==> config.mk <==
export PLATFORM = sky130hd
export DESIGN_NAME = lcd_dfa_ram_write_arbiter
export DESIGN_NICKNAME = d
export VERILOG_FILES = /design/src/rtl/lcd_dfa_ram_write_arbiter.sv
export SDC_FILE = /design/constraint.sdc
export NUM_CORES = 1
export LEC_CHECK = 0
export CAP_MARGIN = 5
export CORE_MARGIN = 1.5
export CORE_UTILIZATION = 38
export CTS_CLUSTER_SIZE = 20
export DETAILED_ROUTE_END_ITERATION = 10
export PLACE_DENSITY = 0.78
export SYNTH_ARGS = -nofsm -noshare
export SYNTH_HDL_FRONTEND = slang
export SYNTH_SLANG_ARGS = --single-unit
==> constraint.sdc <==
create_clock -name clk -period 1.7 [get_ports clk]
set_clock_uncertainty 0.1 [all_clocks]
set_input_delay 0.17 -clock clk [delete_from_list [all_inputs] [get_ports clk]]
set_output_delay 0.17 -clock clk [all_outputs]
set_load 0.05 [all_outputs]
==> src/rtl/lcd_dfa_ram_write_arbiter.sv <==
// Round-robin write-port arbiter for the LCD DFA lookahead data RAM, with per-requester burst lock.
// Optional forced lock release after LOCK_TIMEOUT idle cycles: define LCD_DFA_ARB_LOCK_TIMEOUT_EN.
module lcd_dfa_ram_write_arbiter #(
    parameter int NUM_REQ      = 2,
    parameter int ADDR_W       = 1,
    parameter int DATA_W       = 8,
    parameter int LOCK_TIMEOUT = 16
) (
    input  logic                      clk,
    input  logic                      reset_n,
    input  logic [NUM_REQ*ADDR_W-1:0] req_address,
    input  logic [NUM_REQ*DATA_W-1:0] req_writedata,
    input  logic [NUM_REQ-1:0]        req_write,
    input  logic [NUM_REQ-1:0]        req_lock,
    output logic [NUM_REQ-1:0]        req_waitrequest,
    output logic [ADDR_W-1:0]         ram_wr_address,
    output logic [DATA_W-1:0]         ram_wr_writedata,
    output logic                      ram_wr_write,
    input  logic                      ram_wr_waitrequest,
    output logic [NUM_REQ-1:0]        grant,
    output logic                      busy,
    output logic                      lock_timeout
);

    localparam int PTR_W = (NUM_REQ > 1) ? $clog2(NUM_REQ) : 1;

    typedef enum logic {IDLE, LOCKED} state_t;

    state_t              state_q, state_d;
    logic [PTR_W-1:0]    owner_q, owner_d;
    logic [PTR_W-1:0]    ptr_q, ptr_d;
    logic                ready_q, ready_d;
    logic                ram_write_q, ram_write_d;
    logic [ADDR_W-1:0]   addr_q, addr_d;
    logic [DATA_W-1:0]   data_q, data_d;
    logic [NUM_REQ-1:0]  grant_q, grant_d;

    logic                can_accept;
    logic                accept;
    logic                win_valid;
    logic [PTR_W-1:0]    win_idx;
    int                  scan_idx;

`ifdef LCD_DFA_ARB_LOCK_TIMEOUT_EN
    localparam int CNT_W = $clog2(LOCK_TIMEOUT + 1);
    logic [CNT_W-1:0]    idle_cnt_q, idle_cnt_d;
    logic                lock_timeout_q, lock_timeout_d;
`endif

    function automatic logic [PTR_W-1:0] next_ptr(input logic [PTR_W-1:0] p);
        return (p == PTR_W'(NUM_REQ - 1)) ? '0 : p + 1'b1;
    endfunction

    assign can_accept = ready_q & ~ram_wr_waitrequest;
    assign accept     = can_accept & win_valid;

    // Descending scan so the requester closest to the pointer is the last (winning) assignment.
    always_comb begin
        win_valid = 1'b0;
        win_idx   = '0;
        scan_idx  = 0;
        if (state_q == LOCKED) begin
            win_valid = req_write[owner_q];
            win_idx   = owner_q;
        end else begin
            for (int k = NUM_REQ - 1; k >= 0; k--) begin
                scan_idx = (int'(ptr_q) + k) % NUM_REQ;
                if (req_write[scan_idx]) begin
                    win_valid = 1'b1;
                    win_idx   = PTR_W'(scan_idx);
                end
            end
        end
    end

    always_comb begin
        req_waitrequest = '1;
        if (accept) begin
            req_waitrequest[win_idx] = 1'b0;
        end
    end

    always_comb begin
        state_d     = state_q;
        owner_d     = owner_q;
        ptr_d       = ptr_q;
        ready_d     = ready_q | ~ram_wr_waitrequest;
        ram_write_d = accept;
        addr_d      = addr_q;
        data_d      = data_q;
        grant_d     = '0;
`ifdef LCD_DFA_ARB_LOCK_TIMEOUT_EN
        idle_cnt_d     = idle_cnt_q;
        lock_timeout_d = 1'b0;
`endif
        if (accept) begin
            addr_d           = req_address[int'(win_idx)*ADDR_W +: ADDR_W];
            data_d           = req_writedata[int'(win_idx)*DATA_W +: DATA_W];
            grant_d[win_idx] = 1'b1;
            ptr_d            = next_ptr(win_idx);
        end
        if (can_accept) begin
            case (state_q)
                IDLE: begin
                    if (accept && req_lock[win_idx]) begin
                        state_d = LOCKED;
                        owner_d = win_idx;
`ifdef LCD_DFA_ARB_LOCK_TIMEOUT_EN
                        idle_cnt_d = '0;
`endif
                    end
                end
                LOCKED: begin
                    if (accept) begin
`ifdef LCD_DFA_ARB_LOCK_TIMEOUT_EN
                        idle_cnt_d = '0;
`endif
                        if (!req_lock[owner_q]) begin
                            state_d = IDLE;
                        end
                    end else if (!req_lock[owner_q]) begin
                        state_d = IDLE;
                    end
`ifdef LCD_DFA_ARB_LOCK_TIMEOUT_EN
                    // The owner sat idle for LOCK_TIMEOUT cycles: take the lock away and skip past it.
                    else if (idle_cnt_q == CNT_W'(LOCK_TIMEOUT - 1)) begin
                        state_d        = IDLE;
                        lock_timeout_d = 1'b1;
                        ptr_d          = next_ptr(owner_q);
                        idle_cnt_d     = '0;
                    end else begin
                        idle_cnt_d = idle_cnt_q + 1'b1;
                    end
`endif
                end
                default: state_d = IDLE;
            endcase
        end
    end

    always_ff @(posedge clk or negedge reset_n) begin
        if (!reset_n) begin
            state_q     <= IDLE;
            owner_q     <= '0;
            ptr_q       <= '0;
            ready_q     <= 1'b0;
            ram_write_q <= 1'b0;
            addr_q      <= '0;
            data_q      <= '0;
            grant_q     <= '0;
        end else begin
            state_q     <= state_d;
            owner_q     <= owner_d;
            ptr_q       <= ptr_d;
            ready_q     <= ready_d;
            ram_write_q <= ram_write_d;
            addr_q      <= addr_d;
            data_q      <= data_d;
            grant_q     <= grant_d;
        end
    end

`ifdef LCD_DFA_ARB_LOCK_TIMEOUT_EN
    always_ff @(posedge clk or negedge reset_n) begin
        if (!reset_n) begin
            idle_cnt_q     <= '0;
            lock_timeout_q <= 1'b0;
        end else begin
            idle_cnt_q     <= idle_cnt_d;
            lock_timeout_q <= lock_timeout_d;
        end
    end
    assign lock_timeout = lock_timeout_q;
`else
    assign lock_timeout = 1'b0;
`endif

    assign ram_wr_address   = addr_q;
    assign ram_wr_writedata = data_q;
    assign ram_wr_write     = ram_write_q;
    assign grant            = grant_q;
    assign busy             = (state_q == LOCKED);

endmodule

==> results_dict.tcl, run 1 <==
set metrics [dict create \
    status "finished with violations" \
    violations "setup timing" \
    fin_nets 152 \
    async_reset_ff_frac 1.00 \
    dp_cells 145 \
    cp_max_fo 5 \
    vias_per_cell 4.50 \
    critical_path_required_ns 1.43 \
    syn_to_final_growth_pct 67.9 \
    diodes 0 \
    p_leak_nw 0.618 \
    cts_tree "yes" \
    grt_usage 0.158 \
    max_stage_delay_ns 0.43 \
    drc 0 \
    instances_no_fill 153 \
    ant_nets 0 \
    min_period_ns 1.78 \
    dieArea_sq_um 2340 \
    rows 16 \
    cts_buffer_depth 2 \
    drv_cap 0 \
    synth_seq_cells 16 \
    drv_slew 0 \
    gr-total-overflow 0 \
    setup_viol 2 \
    startpoint_type "flip-flop" \
    pin_count 41 \
    syn_inst 76 \
    synth_warnings 0 \
    wl_per_cell_um 12.2 \
    cts_max_level 1 \
    synth_area_sq_um 781 \
    dr_total_vias 688 \
    antenna_found_initial 0 \
    numCtsBuffers 3 \
    drive_gt1_frac 0.310 \
    cp_top_family "simple AND/OR/NAND/NOR gates" \
    synth_nets 101 \
    synth_area_per_cell_sq_um 10.3 \
    drt_pass1_iterations 4 \
    place.gp.congestion 0.720 \
    dr.first_iter.drc_count 7 \
    core_region_area_sq_um 1940 \
    power_mw 2.25 \
    dpl-instance-area_sq_um 1220 \
    crit_chain "or3b_4 -> o2111ai_4 -> nor2_2 -> inv_2 -> buf_12" \
    start_util 0.402 \
    cts.sinks 16 \
    die_x_um 48.3 \
    path_clk_slew_ns 0.10 \
    port_buffers 39 \
    worstSetupEndpointType "output pin" \
    first_global_vias 659 \
    rsz0062_at_grt "yes" \
    hpwl_mm 1.40 \
    layout_setup_ws_ns -0.0832 \
    grt_pass1_wl_mm 2.85 \
    fmax_mhz 561 \
    synth_edf_count 0 \
    critPathBufInv 2 \
    cp_slowest_cell "dfrtp_2" \
    yosys_most_used_dff "dfrtp_1" \
    grt_max_degree 17 \
    ir_drop_uv 1060 \
    hold_viol 0 \
    critPathKind "reg2out" \
    synth_cell_type_count 19 \
    fin_util 0.675 \
    p_per_area_nw_per_um2 1720 \
    die_y_um 48.3 \
    clock_latency_ns 0.28 \
    totalWireLength_mm 1.87 \
    hold_path_class "in2async" \
    hold_slack_ns 0.0904 \
    yosysSeqAreaShare 0.513 \
    fin_area_sq_um 1310 \
    critPathArrivalTime_ns 1.51 \
    root_buffer "clkbuf_4" \
    period_share 1.05 \
]
## worst paths after layout
path / from / end / slack [ns] / depth (start not counted)
max: busy / req_waitrequest[0] / -0.08 / 5
min: reset_n / owner_q / 0.09 / 2
max reg2reg: busy / ptr_q / 0.03 / 6
min reg2reg: ram_wr_writedata[0] / ram_wr_writedata[0] / 0.39 / 2
max in group asynchronous: reset_n / busy / 1.22 / 2
min in group clk: ram_wr_waitrequest / ready_q / 0.34 / 2
## cells by family after synthesis
logic type,after synthesis,synth area share
AND/OR/NAND/NOR,22,0.138
AO/OA/AOI/OAI,18,0.149
flip-flops,16,0.513
multiplexers,10,0.128
buffers and inverters,9,0.0673
other,1,0.00480
## cells in the mapped netlist, types with 2 or more instances
cell type | instances | area, sq um
buf_4 | 3 | 22.5
dfrtp_1 | 16 | 400
nor2_1 | 2 | 7.51
inv_1 | 5 | 18.8
mux2i_1 | 10 | 100
o21ai_0 | 12 | 60.1
nand2b_1 | 3 | 18.8
o21ai_1 | 2 | 10.0
nor2b_1 | 2 | 12.5
nand2_1 | 12 | 45.0
## cell usage in the layout (no fill, tap or decap), drive strengths merged
master         netlist  routed
a21boi               1       1
a21o                 1       1
buf                  4      26
clkbuf               0       4
clkdlybuf4s50        0      24
conb                 1       1
dfrtp               16      16
inv                  5       5
mux2i               10      10
nand2               12      12
nand2b               3       3
nor2                 2       2
nor2b                2       2
nor4b                1       1
o2111ai              1       1
o21ai               15      15
or3                  1       1
or3b                 1       1
## registers in the layout (all words and copies together) (netlist names)
register and count:
busy 1, grant 2, owner_q 1, ptr_q 1
ram_wr_address 1, ram_wr_write 1, ram_wr_writedata 8, ready_q 1
## timing repair
item                       in CTS  in global routing
setup buffers                   3                  1
hold endpoints to repair        0                  0
pin swaps                       3                  0
cloned                          0                  0
hold buffers                    0                  0
gates resized for setup         7                  2
setup endpoints to repair       2                  4
## power breakdown
part           internal (mW)  switching [mW]  leakage, nW
Sequential             0.524          0.0933        0.192
Clock                 0.0909           0.115       0.0150
Combinational          0.578           0.848        0.411
## through the flow
step                setup WS, ns  TNS, ns
finish                   -0.0832   -0.152
global route              -0.152   -0.523
CTS                      -0.0657   -0.122
detailed placement       -0.0955   -0.586
global placement         -0.0349   -0.124
floorplan                 0.0236        0
## metal layers
metal	vias to the layer above	share of wire	GRT usage
met1	317	0.42	0.185
li1	353	-	-
met4	0	0.0064	0.0810
met5	-	0	0
met2	16	0.54	0.278
met3	2	0.035	0.0278
## final cells by class
type	count	area, sq um
clock buffer	4	26.3
fill	160	631
inverter	5	18.8
multi-input combinational	51	363
sequential	16	402
tap	27	33.8
timing repair buffer	50	468
Note: power is estimated with default switching activity, not from simulation.
==> inputs of run 2 (changes only) <==
- PLACE_DENSITY: 0.78 -> 0.81
==> run 2 against run 1 <==
The run still ends with setup timing left. Power is 3.8% higher. Core utilization increased by 0.71 points. Clock power grew 24%. Global-route usage increased by 0.94 points.
==> results_dict.tcl, run 2 (same netlist as run 1, synthesis figures left out) <==
set metrics [dict create \
    rows 16 \
    pin_count 41 \
    root_buffer "clkbuf_4" \
    instances_no_fill 153 \
    setup_viol 2 \
    cts_max_level 1 \
    p_per_area_nw_per_um2 1760 \
    grt_max_degree 21 \
    violations "setup timing" \
    cp_slowest_cell "dfrtp_1" \
    grt_pass1_wl_mm 2.99 \
    critPathArrivalTime_ns 1.55 \
    hpwl_mm 1.35 \
    start_util 0.402 \
    rsz0062_at_grt "yes" \
    cts-hold-fix-buffers 0 \
    worstSetupEndpointType "output pin" \
    antenna_found_initial 0 \
    wl_per_cell_um 12.7 \
    vias_per_cell 4.58 \
    fin_area_sq_um 1330 \
    critical_path_required_ns 1.43 \
    cts_buffer_depth 2 \
    drv_slew 0 \
    startpoint_type "flip-flop" \
    core_region_area_sq_um 1940 \
    drt_pass1_iterations 4 \
    largest_reg_flops 8 \
    fmax_mhz 549 \
    dpl-instance-area_sq_um 1210 \
    dp_cells 144 \
    numCtsBuffers 3 \
    first_global_vias 686 \
    totalWireLength_mm 1.94 \
    path_clk_slew_ns 0.11 \
    drc 0 \
    diodes 0 \
    ir_drop_uv 1030 \
    cts.sinks 16 \
    period_share 1.07 \
    critPathBufInv 2 \
    dr.first_iter.drc_count 12 \
    cts_tree "yes" \
    hold_path_class "in2async" \
    layout_setup_ws_ns -0.120 \
    drv_cap 0 \
    power_mw 2.33 \
    place.gp.congestion 0.769 \
    drive_gt1_frac 0.317 \
    final_cell_mix "clkdlybuf4s50_1 (23), buf_4 (23), dfrtp_1 (15), nand2_1 (12), o21ai_0 (12)" \
    syn_to_final_growth_pct 69.7 \
    gr-total-overflow 0 \
    ant_nets 0 \
    grt_usage 0.167 \
    cp_top_family "simple AND/OR/NAND/NOR gates" \
    status "finished with violations" \
    clock_latency_ns 0.29 \
    fin_setup_tns_ns -0.203 \
    critPathKind "reg2out" \
    max_stage_delay_ns 0.45 \
    port_buffers 39 \
    cp_max_fo 4 \
    p_leak_nw 0.632 \
    die_x_um 48.3 \
    crit_chain "or3b_4 -> o2111ai_4 -> nor2b_4 -> inv_2 -> buf_12" \
    dr_total_vias 700 \
    fin_nets 152 \
    min_period_ns 1.82 \
    hold_viol 0 \
    die_y_um 48.3 \
    nFillCells 162 \
    dieArea_sq_um 2340 \
]
-- run 2: power by group --
| group | total (mW) | leakage [nW] | internal, mW | switching (mW) |
|---|---|---|---|---|
| sequential | 0.622 | 0.192 | 0.524 | 0.0981 |
| combinational | 1.46 | 0.420 | 0.596 | 0.861 |
| clock | 0.255 | 0.0210 | 0.130 | 0.125 |
-- run 2: routing by layer --
layer	vias to the layer above	global-route usage	share of wire
met5	-	0	0
met4	0	0.100	0.018
met3	2	0.0309	0.053
met2	26	0.317	0.55
met1	321	0.169	0.38
li1	351	-	-
-- run 2: layout make-up --
class / instances / area (sq um) / area share
Timing Repair Buffer: 50 / 467 / 0.352
Tap cell: 27 / 33.8 / 0.0255
Sequential cell: 16 / 402 / 0.303
Clock buffer: 4 / 36.3 / 0.0274
Multi-Input combinational cell: 51 / 368 / 0.278
Inverter: 5 / 18.8 / 0.0142
-- run 2: worst paths after layout --
| check | startpoint | endpoint | slack, ns | cells after the start |
|---|---|---|---|---|
| worst min-delay path | reset_n | grant[0] | 0.08 | 2 |
| worst min register to register | ram_wr_writedata[4] | ram_wr_writedata[4] | 0.39 | 2 |
| max in group asynchronous | reset_n | ram_wr_writedata[6] | 1.22 | 2 |
| min in group clk | ram_wr_waitrequest | ready_q | 0.35 | 2 |
| worst max-delay path | owner_q | req_waitrequest[1] | -0.12 | 5 |
| worst max register to register | busy | ram_wr_writedata[5] | 0.08 | 6 |
-- run 2: repair_timing --
item | in CTS | in global routing
setup endpoints to repair | 2 | 8
setup buffers | 4 | 2
resized for setup | 0 | 10
pin swaps | 2 | 3
-- run 2: per-stage QoR --
| stage | utilization | hold slack [ns] | setup WS (ns) |
|---|---|---|---|
| 2_1_floorplan | - | -0.226 | 0.0236 |
| 3_3_place_gp | 0.624 | 0.369 | -0.0523 |
| 3_5_place_dp | 0.624 | 0.375 | -0.0952 |
| 4_1_cts | 0.659 | 0.0865 | -0.108 |
| 5_1_grt | 0.682 | 0.0917 | -0.153 |
| 6_report | 0.682 | 0.0781 | -0.120 |
==> inputs of run 3 (changes only) <==
- CORE_ASPECT_RATIO: unset -> 0.8
- CTS_CLUSTER_DIAMETER: unset -> 150
==> run 3 against run 2 <==
The run still ends with setup timing left. Fmax grew 1.0%. Final cell count is 2.6% lower. Final area decreased by 0.66%. Global-route usage rose by 2.1 points. Power barely moved. Critical path depth unchanged. Sequential share of layout area rose by 0.30 points. Non-clock buffer count is 1 lower. Count of clock-buffer cells in the layout unchanged. Register-to-register slack worse by 0.02 ns. Critical endpoint unchanged.
==> results_dict.tcl, run 3 (same netlist as run 1, synthesis figures left out) <==
set metrics [dict create \
    status "finished with violations" \
    violations "setup timing" \
    rows 14 \
    min_period_ns 1.80 \
    pin_count 41 \
    cts_max_level 1 \
    dieArea_sq_um 2340 \
    wl_per_cell_um 13.1 \
    cts_buffer_depth 2 \
    drc 0 \
    setup_viol 2 \
    dr.first_iter.drc_count 7 \
    first_global_vias 709 \
    rsz0062_at_grt "yes" \
    startpoint_type "flip-flop" \
    diodes 0 \
    hpwl_mm 1.55 \
    cts.sinks 16 \
    start_util 0.409 \
    cp_slowest_cell "dfrtp_2" \
    dpl-instance-area_sq_um 1210 \
    fin_area_sq_um 1320 \
    numCtsBuffers 3 \
    cp_top_family "simple AND/OR/NAND/NOR gates" \
    die_y_um 43.5 \
    core_region_area_sq_um 1910 \
    nFillCells 145 \
    fin_util 0.689 \
    fmax_mhz 555 \
    vias_per_cell 4.81 \
    place.gp.congestion 0.763 \
    largest_reg_flops 8 \
    die_x_um 53.7 \
    drt_pass1_iterations 4 \
    root_buffer "clkbuf_4" \
    drv_slew 0 \
    ant_nets 0 \
    crit_chain "or3b_4 -> o2111ai_4 -> nor2b_4 -> inv_2 -> buf_12" \
    syn_to_final_growth_pct 68.6 \
    worstSetupEndpointType "output pin" \
    p_leak_nw 0.620 \
    critPathKind "reg2out" \
    hold_viol 0 \
    final_cell_mix "clkdlybuf4s50_1 (24), buf_4 (22), dfrtp_1 (14), nand2_1 (12), o21ai_0 (12)" \
    period_share 1.06 \
    gr-total-overflow 0 \
    dr_total_vias 716 \
    grt_max_degree 20 \
    critPathBufInv 2 \
    port_buffers 39 \
    antenna_found_initial 0 \
    totalWireLength_mm 1.96 \
    critical_path_required_ns 1.43 \
    mostFrequentLayoutCell "clkdlybuf4s50_1" \
    fin_nets 151 \
    critPathArrivalTime_ns 1.53 \
    drive_gt1_frac 0.320 \
    layout_setup_ws_ns -0.102 \
    grt_pass1_wl_mm 3.17 \
    hold_path_class "in2async" \
    path_clk_slew_ns 0.10 \
    cts_tree "yes" \
    clock_latency_ns 0.29 \
    grt_usage 0.189 \
    fin_setup_tns_ns -0.198 \
    cp_max_fo 8 \
    p_per_area_nw_per_um2 1770 \
    ir_drop_uv 1370 \
    drv_cap 0 \
    max_stage_delay_ns 0.45 \
]
## run 3: routing by layer
metal,up-vias,part of all wire,global-route usage
met2,26,0.52,0.334
met5,-,0,0
met3,0,0.059,0.0655
met4,0,0,0
met1,338,0.42,0.235
li1,352,-,-
## run 3: final cells by class
cell class	count	area, sq um	share of cell area
inverters	5	18.8	0.0143
repair buffers	49	460	0.350
multi-input cells	51	368	0.279
clock buffers	4	36.3	0.0276
well taps	24	30.0	0.0228
flip-flops and latches	16	403	0.306
## run 3: report_power, final
group          leakage, nW  internal, mW  switching, mW
registers            0.191         0.526          0.105
clock network       0.0210         0.130          0.125
logic                0.408         0.593          0.854
## run 3: final timing paths
check                                   startpoint                   to  slack, ns  cells past startpoint
worst max-delay path                          busy   req_waitrequest[1]      -0.10                      5
max in group asynchronous                  reset_n              owner_q       1.19                      2
min in group clk                ram_wr_waitrequest              ready_q       0.35                      2
worst min-delay path                       reset_n  ram_wr_writedata[7]       0.12                      2
worst min register to register      ram_wr_address       ram_wr_address       0.40                      2
worst max register to register                busy  ram_wr_writedata[5]       0.06                      6
## run 3: metrics by stage
step           setup WS [ns]  power, mW  instances  hold slack (ns)
4_1_cts              -0.0986       2.28        147            0.128
3_3_place_gp         -0.0525       1.94        141            0.368
3_5_place_dp         -0.0835       1.97        141            0.374
6_report              -0.102       2.33        149            0.121
5_1_grt               -0.177       2.47        149            0.136
2_1_floorplan         0.0236       1.51         76           -0.226
## run 3: what timing repair did
item | CTS | global route
hold buffers | 0 | 0
endpoints found under the setup margin | 2 | 11
gates resized for setup | 8 | 3
setup buffers | 2 | 2
pin swaps | 3 | 1
